### src/rtl/cv32e40p_tmr_pkg.sv
// Shared TMR definitions: replica count, FSM state encoding and bit helpers.
// Imported by the fault manager, its counter sub-module and voter instantiation sites.
package cv32e40p_tmr_pkg;

    localparam int unsigned NUM_REPLICAS = 3;

    typedef logic [1:0] replica_idx_t;

    typedef enum logic [1:0] {
        IDLE   = 2'd0,
        HALT   = 2'd1,
        RESYNC = 2'd2,
        FATAL  = 2'd3
    } tmr_state_e;

    // One-hot replica select from an index.
    function automatic logic [NUM_REPLICAS-1:0] onehot(input replica_idx_t idx);
        logic [NUM_REPLICAS-1:0] vec;
        vec = '0;
        for (int unsigned i = 0; i < NUM_REPLICAS; i++) begin
            if (idx == replica_idx_t'(i)) begin
                vec[i] = 1'b1;
            end
        end
        return vec;
    endfunction

    // Number of set bits in a replica vector.
    function automatic logic [1:0] count_ones(input logic [NUM_REPLICAS-1:0] vec);
        logic [1:0] n;
        n = '0;
        for (int unsigned i = 0; i < NUM_REPLICAS; i++) begin
            n = n + 2'(vec[i]);
        end
        return n;
    endfunction

endpackage

### src/rtl/cv32e40p_tmr_sat_cnt.sv
// Saturating per-replica error counter.
// Ports: clk, rst_n (async active-low), inc (count up by one), clr (synchronous clear),
//        value (current count, holds at 2**CNT_W-1).
module cv32e40p_tmr_sat_cnt #(
    parameter int unsigned CNT_W = 4
) (
    input  logic             clk,
    input  logic             rst_n,
    input  logic             inc,
    input  logic             clr,
    output logic [CNT_W-1:0] value
);

    // Clear wins over increment; increment stops at all-ones.
    always_ff @(posedge clk or negedge rst_n) begin
        if (!rst_n) begin
            value <= '0;
        end else if (clr) begin
            value <= '0;
        end else if (inc && (value != '1)) begin
            value <= value + CNT_W'(1);
        end
    end

endmodule

### src/rtl/cv32e40p_tmr_fault_manager.sv
// TMR fault manager: classifies voter mismatch events, sequences halt/resync/resume recovery,
// keeps saturating per-replica error counts, retires replicas past a threshold and escalates
// to a sticky fatal state once majority voting is no longer possible.
// Ports:
//   clk, rst_n          clock, asynchronous active-low reset
//   fault_valid_i       voter outputs valid this cycle
//   mismatch_i[2:0]     per-replica mismatch flags
//   halt_ack_i          core pipeline halted
//   clear_i             clear counters and disabled flags (IDLE only, no concurrent event)
//   halt_req_o          request core halt
//   resync_o            copy voted state into the replica in resync_replica_o
//   resync_replica_o    one-hot replica being resynced
//   replica_disabled_o  sticky permanent-fault flags
//   fatal_o             uncorrectable fault, sticky until reset
//   err_cnt_o           per-replica error counts, replica k at [k*CNT_W +: CNT_W]
// Optional build macro CV32E40P_TMR_FAULT_LOG_EN adds last_fault_cycle_o / last_fault_mask_o,
// a timestamp of the most recent raw mismatch from a free-running 32-bit cycle counter.
module cv32e40p_tmr_fault_manager
    import cv32e40p_tmr_pkg::*;
#(
    parameter int unsigned CNT_W         = 4,
    parameter int unsigned PERM_THRESH   = 8,
    parameter int unsigned RESYNC_CYCLES = 16
) (
    input  logic                      clk,
    input  logic                      rst_n,
    input  logic                      fault_valid_i,
    input  logic [NUM_REPLICAS-1:0]   mismatch_i,
    input  logic                      halt_ack_i,
    input  logic                      clear_i,
    output logic                      halt_req_o,
    output logic                      resync_o,
    output logic [NUM_REPLICAS-1:0]   resync_replica_o,
    output logic [NUM_REPLICAS-1:0]   replica_disabled_o,
    output logic                      fatal_o,
    output logic [3*CNT_W-1:0]        err_cnt_o
`ifdef CV32E40P_TMR_FAULT_LOG_EN
    ,
    output logic [31:0]               last_fault_cycle_o,
    output logic [NUM_REPLICAS-1:0]   last_fault_mask_o
`endif
);

    localparam int unsigned TIMER_W = (RESYNC_CYCLES > 1) ? $clog2(RESYNC_CYCLES) : 1;
    localparam int unsigned CMP_W   = CNT_W + 1;
    localparam logic [TIMER_W-1:0] TIMER_LOAD = TIMER_W'(RESYNC_CYCLES - 1);
    localparam logic [CMP_W-1:0]   THRESH     = CMP_W'(PERM_THRESH);

    tmr_state_e                state_q, state_d;
    logic                      halt_q, halt_d;
    logic                      resync_q, resync_d;
    logic [NUM_REPLICAS-1:0]   rep_q, rep_d;
    logic [NUM_REPLICAS-1:0]   disabled_q, disabled_d;
    logic                      fatal_q, fatal_d;
    replica_idx_t              sel_q, sel_d;
    logic [TIMER_W-1:0]        timer_q, timer_d;

    logic [NUM_REPLICAS-1:0]   masked;
    logic                      event_c;
    logic                      single_c;
    replica_idx_t              hit_idx;
    logic [CNT_W-1:0]          hit_cnt;
    logic                      thresh_hit;
    logic [NUM_REPLICAS-1:0]   cnt_inc;
    logic                      cnt_clr;
    logic [CNT_W-1:0]          cnt [NUM_REPLICAS];

    // Per-replica saturating error counters.
    for (genvar g = 0; g < NUM_REPLICAS; g++) begin : g_cnt
        cv32e40p_tmr_sat_cnt #(
            .CNT_W (CNT_W)
        ) u_cnt (
            .clk   (clk),
            .rst_n (rst_n),
            .inc   (cnt_inc[g]),
            .clr   (cnt_clr),
            .value (cnt[g])
        );
        assign err_cnt_o[g*CNT_W +: CNT_W] = cnt[g];
    end

    // Event classification with retired replicas masked out.
    always_comb begin
        masked   = mismatch_i & ~disabled_q;
        event_c  = fault_valid_i && (masked != '0);
        single_c = (count_ones(masked) == 2'd1);
        hit_idx  = '0;
        hit_cnt  = '0;
        for (int unsigned i = 0; i < NUM_REPLICAS; i++) begin
            if (masked[i]) begin
                hit_idx = replica_idx_t'(i);
                hit_cnt = cnt[i];
            end
        end
        // Compare one bit wider so a saturated count cannot wrap below the threshold.
        thresh_hit = (CMP_W'(hit_cnt) + CMP_W'(1)) >= THRESH;
    end

    // Next-state and next-output logic.
    always_comb begin
        state_d    = state_q;
        halt_d     = halt_q;
        resync_d   = resync_q;
        rep_d      = rep_q;
        disabled_d = disabled_q;
        fatal_d    = fatal_q;
        sel_d      = sel_q;
        timer_d    = timer_q;
        cnt_inc    = '0;
        cnt_clr    = 1'b0;

        unique case (state_q)
            IDLE: begin
                if (event_c) begin
                    if (!single_c) begin
                        state_d = FATAL;
                        fatal_d = 1'b1;
                        halt_d  = 1'b1;
                    end else begin
                        cnt_inc = masked;
                        if (thresh_hit) begin
                            // Retire the replica instead of resyncing it.
                            disabled_d = disabled_q | masked;
                            if (count_ones(~disabled_d) < 2'd2) begin
                                state_d = FATAL;
                                fatal_d = 1'b1;
                                halt_d  = 1'b1;
                            end
                        end else begin
                            sel_d   = hit_idx;
                            state_d = HALT;
                            halt_d  = 1'b1;
                        end
                    end
                end else if (clear_i) begin
                    cnt_clr    = 1'b1;
                    disabled_d = '0;
                end
            end
            HALT: begin
                halt_d = 1'b1;
                if (halt_ack_i) begin
                    state_d  = RESYNC;
                    timer_d  = TIMER_LOAD;
                    resync_d = 1'b1;
                    rep_d    = onehot(sel_q);
                end
            end
            RESYNC: begin
                if (timer_q == '0) begin
                    state_d  = IDLE;
                    halt_d   = 1'b0;
                    resync_d = 1'b0;
                    rep_d    = '0;
                end else begin
                    timer_d = timer_q - TIMER_W'(1);
                end
            end
            FATAL: begin
                fatal_d = 1'b1;
                halt_d  = 1'b1;
            end
            default: begin
                state_d = IDLE;
            end
        endcase
    end

    // State and output registers.
    always_ff @(posedge clk or negedge rst_n) begin
        if (!rst_n) begin
            state_q    <= IDLE;
            halt_q     <= 1'b0;
            resync_q   <= 1'b0;
            rep_q      <= '0;
            disabled_q <= '0;
            fatal_q    <= 1'b0;
            sel_q      <= '0;
            timer_q    <= '0;
        end else begin
            state_q    <= state_d;
            halt_q     <= halt_d;
            resync_q   <= resync_d;
            rep_q      <= rep_d;
            disabled_q <= disabled_d;
            fatal_q    <= fatal_d;
            sel_q      <= sel_d;
            timer_q    <= timer_d;
        end
    end

    assign halt_req_o         = halt_q;
    assign resync_o           = resync_q;
    assign resync_replica_o   = rep_q;
    assign replica_disabled_o = disabled_q;
    assign fatal_o            = fatal_q;

`ifdef CV32E40P_TMR_FAULT_LOG_EN
    logic [31:0] cycle_q;

    // Timestamp every raw mismatch, whatever the state or mask.
    always_ff @(posedge clk or negedge rst_n) begin
        if (!rst_n) begin
            cycle_q            <= '0;
            last_fault_cycle_o <= '0;
            last_fault_mask_o  <= '0;
        end else begin
            cycle_q <= cycle_q + 32'd1;
            if (fault_valid_i && (mismatch_i != '0)) begin
                last_fault_cycle_o <= cycle_q;
                last_fault_mask_o  <= mismatch_i;
            end
        end
    end
`else
    // Fault logging not built: no timestamp counter or log outputs.
`endif

endmodule

### config.mk
export PLATFORM = sky130hd
export DESIGN_NAME = cv32e40p_tmr_fault_manager
export DESIGN_NICKNAME = d
export VERILOG_FILES = /design/src/rtl/cv32e40p_tmr_pkg.sv /design/src/rtl/cv32e40p_tmr_sat_cnt.sv /design/src/rtl/cv32e40p_tmr_fault_manager.sv
export SDC_FILE = /design/constraint.sdc
export NUM_CORES = 1
export LEC_CHECK = 0
export ABC_CLOCK_PERIOD_IN_PS = 4400
export BUFFER_PORTS_ARGS = -buffer_cell sky130_fd_sc_hd__buf_2
export CAP_MARGIN = 25
export CORE_ASPECT_RATIO = 2
export CORE_MARGIN = 2
export CORE_UTILIZATION = 30
export CTS_BUF_LIST = sky130_fd_sc_hd__clkbuf_4
export DETAILED_ROUTE_END_ITERATION = 8
export GPL_TIMING_DRIVEN = 0
export PLACE_DENSITY = 0.58
export SYNTH_ARGS = -nofsm -noshare
export SYNTH_HDL_FRONTEND = slang
export SYNTH_HIERARCHICAL = 1
export SYNTH_SLANG_ARGS = --single-unit
### constraint.sdc
create_clock -name clk -period 4.4 [get_ports clk]
set_input_delay 1.1 -clock clk [delete_from_list [all_inputs] [get_ports clk]]
set_output_delay 1.1 -clock clk [all_outputs]
set_load 0.1 [all_outputs]
==> impl_results.md <==
- Starting Density: 0.313
- Crit path max fanout: 6
- Tot GR Track Use: 0.132
- EDFF count, synth: 0
- Area delta synth->final: 15.2%
- Row count: 39
- Gr ovfl total: 0
- F_max: roughly 320 MHz
- Share of cells above drive strength 1: 0.305
- Worst hold path class: register to register
- Hold Buf Count CTS: 0
- Die Ht: 113 µm
- Max Buffers Root-to-Sink: 2
- Clk Latency, worst-skew pair: around 0.34 ns
- Layout Nets: approximately 220
- Vias in the first global route: 1,438
- Final ANT Viol Nets: 0
- Fin cells: roughly 260
- Largest net degree at the start of global routing: 30
- CTS resizes: 0
- Max-cap viol count: 0
- Final Hold Fails: 0
- Status: complete, no violations
- Via Count: 1,373
- GPL Wtd Cong: about 0.78
- WL/cell: about 15 µm
- Slew margin rel.: 0.550
- Root Buffer Master: clkbuf_4
- Reg clk slew, reported paths: ~0.11 ns
- Synthesized instance count: approximately 170
- Design Power: approximately 1.1 mW
- Crit Path Class: primary input to register
- Final Max Tran Viols: 0
- Post-Syn Area: about 1800 µm²
- Final setup viols: 0
- First-pass DRT Iterations: 4
- Yosys reg bits: 29
- Final instance area: about 2000 µm²
- Post-Place Cells: 256
- Boundary Pins: 29
- Most frequent cells in the layout: buf_2 (29), dfrtp_1 (29), a21oi_1 (13)
- Syn_nets: about 190
- Max rail drop VDD: between 300 and 400 µV
- Final period utilization: 0.704
- CTS Buf Count: 5
- Port bufs: 28
- Routed WL: 3910 µm
- First-pass GRT wire length: between 6000 and 7000 µm
- Unrepaired setup endpoints after global routing: no
- Area of the die: approximately 6600 µm²
- Static Leakage: 0.969 nW
- Sequential fraction of the synthesis area: 0.407
- Diodes inserted: 0
- Initial drt markers: 19
- Critical Path RT: 4.63 ns
- Clk sinks: 29
- Avg Inst Size Synth: between 10 and 15 µm²
- Min Tclk post-route: just over 3 ns
- Power per Cell Area: ~540 nW/µm²
- DR DRC count: 0
- Core Util, Final: 0.360
- Count of different cell masters after synthesis: between 40 and 50
- Setup TNS: 0 ns
- CTS tree: done
- Total setup buffers inserted after CTS: 0
- Via/cell ratio: roughly 5.2
- Number of H-tree levels: 2
- Clk_skew: between 0.007 and 0.008 ns
- Placed wire-length estimate: a little under 3000 µm
- Die X: 58.5 µm
- Prevailing post-synth register cell: dfrtp_1
- Initial antenna violation count: 0
- Synth warn: 6
- CP startpoint kind: primary input
- Post-DP Area: 2000 µm²
- Worst slew pin tran: a little under 0.7 ns
- CORE AREA: between 5000 and 6000 µm²
- Ys async rst share: 1.00
- Critical path endpoint category: register
- Data arrival, critical path: 3.33 ns
==> through the flow <==
step / worst slack, ns / hold slack (ns)
5_1_grt: 1.12 / 0.507
2_1_floorplan: 1.35 / 0.460
4_1_cts: 1.28 / 0.488
6_report: 1.30 / 0.480
3_5_place_dp: 0.913 / 0.463
3_3_place_gp: 0.933 / 0.440
==> where the power goes <==
part	switching, mW	internal (mW)
combinational	0.385	0.177
sequential	0.0611	0.325
clock	0.106	0.0601
total	0.553	0.562
==> cell usage after synthesis, types with 2 or more instances <==
| library cell | instances | area, µm² |
|---|---|---|
| nor2b_4 | 4 | 55.1 |
| ha_1 | 10 | 125 |
| a22o_1 | 4 | 35.0 |
| and3_4 | 4 | 45.0 |
| dfrtp_1 | 29 | 726 |
| nor3_1 | 5 | 25.0 |
| nand2b_1 | 6 | 37.5 |
| mux2i_1 | 9 | 90.1 |
| nor3b_1 | 4 | 30.0 |
| inv_1 | 10 | 37.5 |
| o21ai_0 | 7 | 35.0 |
| nor2_1 | 12 | 45.0 |
| or2_0 | 3 | 18.8 |
| nor2b_1 | 3 | 18.8 |
| a21o_1 | 2 | 15.0 |
| nand2_1 | 7 | 26.3 |
| mux2_4 | 3 | 45.0 |
| nand4_1 | 3 | 18.8 |
| a21oi_1 | 13 | 65.1 |
| and4b_2 | 3 | 33.8 |
==> critical path, stage by stage <==
cell and delay [ns]:
buf_2 0.11, or2b_1 0.25, inv_1 0.12, fa_1 0.55, and3b_1 0.27, nand2_1 0.15, nor2_1 0.25, nor2b_4 0.23
mux2_4 0.30
==> path summary, 6_finish.rpt <==
path                            slack [ns]  cells after the start                         startpoint                                  end
min in group asynchronous             0.78                      1                              rst_n  g_cnt[0].u_cnt/value[0]$_DFFE_PN0P_
worst max register to register        1.82                      8  replica_disabled_o[2]$_DFFE_PN0P_  g_cnt[2].u_cnt/value[0]$_DFFE_PN0P_
worst min-delay path                  0.48                      1                fatal_o$_DFFE_PN0P_                  fatal_o$_DFFE_PN0P_
max in group asynchronous             3.17                      1                              rst_n  g_cnt[2].u_cnt/value[1]$_DFFE_PN0P_
worst min register to register        0.48                      1                fatal_o$_DFFE_PN0P_                  fatal_o$_DFFE_PN0P_
worst max-delay path                  1.30                      9                      mismatch_i[2]  g_cnt[2].u_cnt/value[0]$_DFFE_PN0P_
==> kinds of logic after synthesis <==
family,Yosys count,share of synthesized area
simple gates,61,0.232
compound gates,41,0.170
flops,29,0.407
mux,13,0.0820
buf+inv,12,0.0274
fa+ha+maj,11,0.0813
==> registers in the layout, indices dropped and copies added (netlist names) <==
register / count
resync_replica_o: 3
sel_q: 2
g_cnt.u_cnt/value: 12
timer_q: 4
halt_req_o: 1
replica_disabled_o: 3
resync_o: 1
state_q: 2
fatal_o: 1
==> layout make-up <==
cell class                 count  area [µm²]
timing repair buffer          28         140
clock inverter                 3        17.5
clock buffer                   5        37.5
inverter                      11        43.8
fill                         603        3650
buffer                         1        5.00
sequential                    29         726
tap                           61        76.3
multi-input combinational    126        1010
==> per-layer routing <==
metal / vias up / GRT usage / wire length, µm
li1: 680 / - / -
met1: 667 / 0.139 / 1480
met2: 19 / 0.244 / 2220
met3: 7 / 0.0206 / 117
met4: 0 / 0.0605 / 85
met5: - / 0 / 0
Note: power is estimated with default switching activity, not from simulation.
